$ cat src/rtl/uart_rx_param.sv
// Parametrised oversampling UART receiver: synchroniser, tick divider, false-start rejection, error flags.
// Optional feature: define UART_RX_MAJORITY_EN to vote 2-of-3 over samples MID-1..MID+1.
module uart_rx_param #(
    parameter int unsigned DATA_BITS       = 8,
    parameter int unsigned OVERSAMPLING    = 16,
    parameter int unsigned CLKS_PER_SAMPLE = 27,
    parameter int unsigned PARITY          = 0,
    parameter int unsigned STOP_BITS       = 1
) (
    input  logic                 clk,
    input  logic                 rst,
    input  logic                 rx,
    output logic [DATA_BITS-1:0] out,
    output logic                 valid,
    output logic                 frame_err,
    output logic                 parity_err,
    output logic                 busy
);
    localparam int unsigned SCW = $clog2(OVERSAMPLING) + 1;
    localparam int unsigned DW  = (CLKS_PER_SAMPLE > 1) ? $clog2(CLKS_PER_SAMPLE) : 1;
    localparam int unsigned IW  = $clog2(DATA_BITS + 1);
    localparam int unsigned MID = OVERSAMPLING / 2;
`ifdef UART_RX_MAJORITY_EN
    localparam int unsigned SAMP = MID + 1;
`else
    localparam int unsigned SAMP = MID;
`endif
    localparam logic [SCW-1:0] SC_SAMP = SCW'(SAMP);
    localparam logic [SCW-1:0] SC_LAST = SCW'(OVERSAMPLING - 1);
    localparam logic           SB_LAST = 1'(STOP_BITS - 1);

    localparam logic [2:0] IDLE  = 3'd0;
    localparam logic [2:0] START = 3'd1;
    localparam logic [2:0] DATA  = 3'd2;
    localparam logic [2:0] PAR   = 3'd3;
    localparam logic [2:0] STOP  = 3'd4;

    logic                 rx_meta, rx_s;
    logic [DW-1:0]        div;
    logic                 tick;
    logic [2:0]           state, state_n;
    logic [SCW-1:0]       sc, sc_n;
    logic [IW-1:0]        idx, idx_n;
    logic [DATA_BITS-1:0] shift, shift_n, out_n;
    logic                 sb, sb_n;
    logic                 armed, armed_n;
    logic                 ferr_p, ferr_n, perr_p, perr_n;
    logic                 valid_n, frame_err_n, parity_err_n;
    logic                 samp_bit;

    assign tick = (div == DW'(CLKS_PER_SAMPLE - 1));

`ifdef UART_RX_MAJORITY_EN
    logic m0, m1;
    assign samp_bit = (m0 & m1) | (m0 & rx_s) | (m1 & rx_s);
`else
    assign samp_bit = rx_s;
`endif

    // Next-state and datapath; every decision is qualified by tick
    always_comb begin
        state_n      = state;
        sc_n         = sc;
        idx_n        = idx;
        shift_n      = shift;
        sb_n         = sb;
        armed_n      = armed;
        ferr_n       = ferr_p;
        perr_n       = perr_p;
        out_n        = out;
        valid_n      = 1'b0;
        frame_err_n  = frame_err;
        parity_err_n = parity_err;
        if (tick) begin
            sc_n = sc + SCW'(1);
            case (state)
                IDLE: begin
                    sc_n = '0;
                    if (rx_s) begin
                        armed_n = 1'b1;
                    end else if (armed) begin
                        state_n = START;
                        sc_n    = SCW'(1);
                        idx_n   = '0;
                        sb_n    = 1'b0;
                        ferr_n  = 1'b0;
                        perr_n  = 1'b0;
                    end
                end
                START: begin
                    if (sc == SC_LAST) begin
                        state_n = DATA;
                        sc_n    = '0;
                    end
                    if (sc == SC_SAMP && samp_bit) begin
                        state_n = IDLE;
                        sc_n    = '0;
                    end
                end
                DATA: begin
                    if (sc == SC_SAMP) begin
                        shift_n = {samp_bit, shift[DATA_BITS-1:1]};
                        idx_n   = idx + IW'(1);
                    end
                    if (sc == SC_LAST) begin
                        sc_n = '0;
                        if (idx_n == IW'(DATA_BITS))
                            state_n = (PARITY != 0) ? PAR : STOP;
                    end
                end
                PAR: begin
                    if (sc == SC_SAMP)
                        perr_n = (PARITY == 1) ? ~(^shift ^ samp_bit) : (^shift ^ samp_bit);
                    if (sc == SC_LAST) begin
                        state_n = STOP;
                        sc_n    = '0;
                    end
                end
                STOP: begin
                    if (sc == SC_LAST) begin
                        sc_n = '0;
                        sb_n = sb + 1'b1;
                    end
                    // Last stop bit exits at mid-bit, leaving margin for a back-to-back start
                    if (sc == SC_SAMP) begin
                        if (!samp_bit)
                            ferr_n = 1'b1;
                        if (sb == SB_LAST) begin
                            state_n      = IDLE;
                            sc_n         = '0;
                            armed_n      = 1'b0;
                            out_n        = shift;
                            valid_n      = 1'b1;
                            frame_err_n  = ferr_p | ~samp_bit;
                            parity_err_n = perr_p;
                        end
                    end
                end
                default: begin
                    state_n = IDLE;
                    sc_n    = '0;
                end
            endcase
        end
    end

    always_ff @(posedge clk) begin
        if (rst) begin
            rx_meta    <= 1'b1;
            rx_s       <= 1'b1;
            div        <= '0;
            state      <= IDLE;
            sc         <= '0;
            idx        <= '0;
            shift      <= '0;
            sb         <= 1'b0;
            armed      <= 1'b1;
            ferr_p     <= 1'b0;
            perr_p     <= 1'b0;
            out        <= '0;
            valid      <= 1'b0;
            frame_err  <= 1'b0;
            parity_err <= 1'b0;
            busy       <= 1'b0;
        end else begin
            rx_meta    <= rx;
            rx_s       <= rx_meta;
            div        <= tick ? '0 : div + DW'(1);
            state      <= state_n;
            sc         <= sc_n;
            idx        <= idx_n;
            shift      <= shift_n;
            sb         <= sb_n;
            armed      <= armed_n;
            ferr_p     <= ferr_n;
            perr_p     <= perr_n;
            out        <= out_n;
            valid      <= valid_n;
            frame_err  <= frame_err_n;
            parity_err <= parity_err_n;
            busy       <= (state_n != IDLE);
        end
    end

`ifdef UART_RX_MAJORITY_EN
    // Vote samples ahead of the decision point
    always_ff @(posedge clk) begin
        if (rst) begin
            m0 <= 1'b1;
            m1 <= 1'b1;
        end else if (tick) begin
            if (sc == SCW'(MID - 1)) m0 <= rx_s;
            if (sc == SCW'(MID))     m1 <= rx_s;
        end
    end
`endif

endmodule

$ cat config.mk
export PLATFORM = sky130hd
export DESIGN_NAME = uart_rx_param
export DESIGN_NICKNAME = d
export VERILOG_FILES = /design/src/rtl/uart_rx_param.sv
export SDC_FILE = /design/constraint.sdc
export NUM_CORES = 1
export LEC_CHECK = 0
export CAP_MARGIN = 20
export CORE_ASPECT_RATIO = 1.2
export CORE_UTILIZATION = 45
export CTS_BUF_LIST = sky130_fd_sc_hd__clkbuf_8 sky130_fd_sc_hd__clkbuf_16
export CTS_CLUSTER_DIAMETER = 200
export DETAILED_ROUTE_END_ITERATION = 16
export GPL_ROUTABILITY_DRIVEN = 1
export PLACE_DENSITY = 0.72
export SLEW_MARGIN = 5
export SYNTH_ARGS = -nofsm -noshare
export SYNTH_HDL_FRONTEND = slang
export SYNTH_SLANG_ARGS = --single-unit
$ cat constraint.sdc
create_clock -name clk -period 4.4 [get_ports clk]
set_input_delay 0.44 -clock clk [delete_from_list [all_inputs] [get_ports clk]]
set_output_delay 0.44 -clock clk [all_outputs]
set_load 0.01 [all_outputs]
; ---- After elaboration in Yosys (flattened, before gate mapping)
; Cells that the tools add are included.
[classes]
addsub = 4
n_eq_ne = 16
mux = 38
bitwise_logic = 7
reduce_logical = 17
[ops]
columns = cell, n
row1 = 2-to-1 mux 3 bit, 10
row2 = 2-to-1 mux 4 bit, 5
row3 = 2-to-1 mux 5 bit, 4
row4 = one-hot mux 5 bit (4 select lines), 1
row5 = "inequality test 2 bit, second input constant", 8
row6 = one-hot mux 3 bit (5 select lines), 1
row7 = AND reduction 5 bit, 3
row8 = 2-to-1 mux 1 bit, 12
row9 = "adder 5 x 1 -> 5 bit, second input constant", 2
row10 = "equality test 5 x 4 -> 1 bit, second input constant", 2
row11 = one-hot mux 1 bit (2 select lines), 4
row12 = one-hot mux 4 bit (2 select lines), 1
row13 = AND reduction 4 bit, 2
row14 = XOR reduction 8 bit, 1
row15 = "equality test 3 x 2 -> 1 bit, second input constant", 2
row16 = AND reduction 6 bit, 1
row17 = nonzero test 2 bit, 3
row18 = "equality test 5 bit, second input constant", 1
row19 = inverter 1 bit, 5
row20 = "adder 4 x 1 -> 4 bit, second input constant", 1
row21 = "equality test 4 bit, second input constant", 1
row22 = OR reduction 2 bit, 2
row23 = OR reduction 4 bit, 1
row24 = "equality test 3 x 1 -> 1 bit, second input constant", 1
row25 = other kinds (8), 8
[totals]
reg_bits = 43
in_bits = 3
output_inout_bits = 12
elab_cells = 98

; ---- Longest topological paths before layout
[depth]
ltp_word = 10
ltp_mapped = 8
depth_no_buf = 7

; ---- Least setup slack after synthesis
; Ideal clock, no wire load.
[synth_path]
path_type = register to register
from = register sc[0]
to = register busy
t_arrival_ns = 1.673
t_required_ns = 4.334
path_slack_ns = 2.661
stages_incl_launch_ff = 8
synth_period_minus_slack_ns = 1.739
cell_sequence = dfxtp_1 inv_1 ha_1 and4bb_4 a211o_1 a2111oi_2 o21ai_1 nand4bb_1
[synth_via]
elab_chain_len = 10
elab_cells_between_ends = 16
[synth_rtl]
columns = item, line_no
row1 = from (decl), 42  ; logic [SCW-1:0] sc, sc_n;
row2 = from (signal assigned), 170  ; sc <= sc_n;
row3 = equality test 5 x 4 -> 1 bit, "95, 101, 125"
row4 = 2-to-1 mux 4 bit, 101  ; if (sc == SC_SAMP) begin
row5 = 2-to-1 mux 4 bit, 76  ; case (state)
row6 = 2-to-1 mux 4 bit, 74  ; if (tick) begin
row7 = equality test 4 bit, 107  ; if (idx_n == IW'(DATA_BITS))
row8 = 2-to-1 mux 3 bit, 107
row9 = 2-to-1 mux 3 bit, 105  ; if (sc == SC_LAST) begin
row10 = one-hot mux 3 bit (5 select lines) (*), 76
row11 = 2-to-1 mux 3 bit (*), 74
row12 = nonzero test 3 bit (*), 181  ; busy <= (state_n != IDLE);
row13 = to (signal assigned), 181
row14 = to (decl), 17  ; output logic busy
; Mark *: on every way between the ends. The rest lies on a longest branch, timed or not. The select of a mux whose other input is x is not followed.
; A chain may end at the register's enable or synchronous reset.

; ---- Worst setup path in the final report
[layout_path]
from = register div[0]
to = register frame_err
[layout_via]
elab_chain_len = 2
[layout_rtl]
columns = item, line_no
row1 = from (decl), 39  ; logic [DW-1:0] div;
row2 = from (signal assigned), 168  ; div <= tick ? '0 : div + DW'(1);
row3 = equality test 5 bit, 51  ; assign tick = (div == DW'(CLKS_PER_SAMPLE - 1));
row4 = AND reduction 4 bit (no line), --
row5 = to (signal assigned), 179  ; frame_err <= frame_err_n;
row6 = to (decl), 15  ; output logic frame_err,
; Every way passes these cells.

==> results.md <==
- Worst slew pin tran: around 900 ps
- FF-to-FF path depth: 6
- Design Power: 730.3 µW
- Mean area per synthesized cell: approximately 9.3 µm²
- Final Slew Violations: 0
- Largest family of logic cells by synthesized area: simple AND/OR/NAND/NOR gates
- Reg2Reg Launch Point: div[0]
- First-pass GRT wire length: 7148 µm
- Post-Syn Area: ~0.0021 mm²
- Hold crit path type: reg2reg
- Reg clk slew, reported paths: roughly 80 ps
- Via density: approximately 5.5
- CTS tree: yes
- Die area: around 0.0049 mm²
- Bufs on Longest Clock Path: 2
- Crit. End Element: flip-flop
- Post-CTS Setup Inserts: 0
- Area Growth Syn to Fin: 12.15%
- Post-synthesis adder-cell area fraction: 0.03007
- Inserted Clock Buffers: 5
- RSZ-0062 raised after global routing: no
- Largest net degree at the start of global routing: 37
- First-pass DRT Iterations: 4
- CTS root buf: clkbuf_8
- H-tree Lvls: 2
- PwrDens: ~310 mW/mm²
- Cells after Synth: about 220
- Fin crit period: 2529 ps
- Setup TNS: 0 ps
- Final setup fails: 0
- Clock latency on the worst-skew pair: 290 ps
- Synth warnings: 0
- CP Class: reg2reg
- EDFF count, synth: 0
- Post-synthesis mux area share: 0.08659
- Relative slew slack: 0.4047
- Synth Area in XOR/XNOR: 0.04871
- Initial core utilization: 0.4773
- Top cell type's share of synthesized area: 0.4137
- Post-cts repair resize count: 0
- Status: complete, no violations
- GRT Total Usage: 0.1826
- Post-Synth Simple-Gate Area: 0.2453
- DRC Markers: 0
- Fin nets: approximately 240
- Max FO, Critical Path: 14
- Clock sink total: 43
- Die Y: approximately 76 µm
- Predominant post-synthesis flop cell: dfxtp_1
- Crit-path cells: inv_1, ha_1, nand4b_1, nor4_4, nor2_1, a311oi_1
- Layout cell share with drive strength beyond 1: 0.07692
- Final core occ: 0.5353
- Dominant cell by count in the synthesized netlist: dfxtp_1
- Yosys cell types: 54
- Number of routed nets with antenna violations: 0
- CP arrival: 2730 ps
- Worst vdd ir: around 0.00027 V
- DPL Wire Length: approximately 2700 µm
- Startpoint Class: flip-flop
- Maximum clock frequency: between 0.3 and 0.4 GHz
- CP required: between 4000 and 5000 ps
- Number of global-route vias before repair: ~1600
- Flops & latches, synth: 43
- Most frequent cells after synthesis: dfxtp_1, nor2_1, mux2i_1
- Port buffer count: 14
- Maxcap violations: 0
- Cts hold-fix bufs: 0
- Post-synth top area cell: dfxtp_1
- Crit path largest cell delay: 950 ps
- DR WL/cell: roughly 14 µm
- Core box area: between 0.004 and 0.005 mm²
- Final worst-path cycle share: 0.5748
- WL final: 4063 µm
- Hold Startpoint: rx_meta
- Flop-to-flop setup slack: roughly 1900 ps
- Critical R2R Capture: frame_err
- Cell count of the worst hold path: 1
- Clk_skew: roughly 5 ps
- Crit. Startpoint: div[0]
- # rows: 26
- Global placement routability congestion: approximately 0.86
- Ys async rst share: 0
- DR vias: about 1600
- Endpoints failing hold: 0
- Die width: 64.08 µm
- Gr ovfl total: 0
- Slowest cell on the critical path: nor4_4
- IO Pins: 15
- Leakage: ~0.00081 µW
- Syn nets: approximately 230
- Total inserted antenna cells: 0
- Leading post-synthesis cells by cell area: dfxtp_1, mux2i_1, nor2_1
- Antenna violations before repair: 0
- Initial DRC Count: 69
- Hold worst-path end: rx_s
- Sequential cell area fraction in the yosys report: 0.4137
- Complex-gate fraction of the synthesized area: 0.1323
## cell families after synthesis
| logic type | after synthesis |
|---|---|
| compound gates | 39 |
| xor+xnor | 10 |
| fa+ha+maj | 5 |
| buf+inv | 17 |
| flops | 43 |
| mux | 18 |
| simple gates | 92 |
## flip-flops by register name, summed over array words and instances, names as in the netlist
signal      count
ferr_p          1
sc              5
perr_p          1
busy            1
state           3
out             8
rx_s            1
parity_err      1
rx_meta         1
div             5
shift           8
idx             4
sb              1
armed           1
valid           1
frame_err       1
## cells in the final DEF (no fill, tap or decap), types with 2 or more instances in the layout
cell             count
a22o_1               2
dfxtp_1             43
or2_2                2
o21ai_1              5
clkdlybuf4s50_1     14
nand4_1              2
nand4b_1             3
inv_1                5
nand3_1              7
o21a_1               2
nand3b_1             2
a31oi_1              2
nor2_1              42
mux2i_1             18
o211ai_1             2
nor2b_1              5
ha_1                 5
xnor2_1              5
nand2_1             10
nor3_1               2
a311oi_1             2
o21ai_0              3
nand4bb_1            2
a21oi_1              9
clkbuf_8             5
xor2_1               4
and2_1               2
## report_power, final
group          internal (µW)  switching (µW)  total (µW)
sequential               394            6.22         400
combinational           14.0            17.4        31.4
clock                    166             133         299
## final cells by class
type	count	area, µm²
Clock buffer	5	68.82
Fill cell	429	2026
Timing Repair Buffer	15	147.6
Inverter	5	18.77
Multi-Input combinational cell	164	1130
Tap cell	56	70.07
Sequential cell	43	860.8
Clock inverter	2	37.54
## critical path, delay by kind of cell (launching register included)
| kind | cells | cell delay, ps |
|---|---|---|
| flip-flops | 1 | 340 |
| buffers and inverters | 1 | 60 |
| AO/OA/AOI/OAI | 1 | 270 |
| AND/OR/NAND/NOR | 3 | 1600 |
| adder cells (fa/ha/maj) | 1 | 160 |
## worst max-delay path by stage
stage / end / slack, ps / cells after the start
2_1_floorplan: busy / 2660 / 7
3_3_place_gp: parity_err / 1890 / 6
3_5_place_dp: out[4] / 1860 / 6
4_1_cts: frame_err / 1830 / 6
5_1_grt: frame_err / 1620 / 6
6_report: frame_err / 1870 / 6
## through the flow
step / hold slack, ps / setup WS, ps / std cells / instance area [µm²]
finish: 413.3 / 1871 / 290 / 2333
global route: 431.5 / 1624 / 290 / 2333
CTS: 415.3 / 1835 / 290 / 2333
detailed placement: 393.2 / 1856 / 283 / 2227
global placement: 399.8 / 1895 / 283 / 2227
floorplan: 389.5 / 2661 / 224 / 2081
## routing by layer
layer | track usage | vias to the layer above | routed length (µm)
li1 | - | 803 | -
met1 | 0.2365 | 763 | 1866
met2 | 0.2883 | 34 | 2000
met3 | 0.03443 | 4 | 150
met4 | 0.08636 | 0 | 45
met5 | 0 | - | 0
Power figures use the tool's default switching activity.
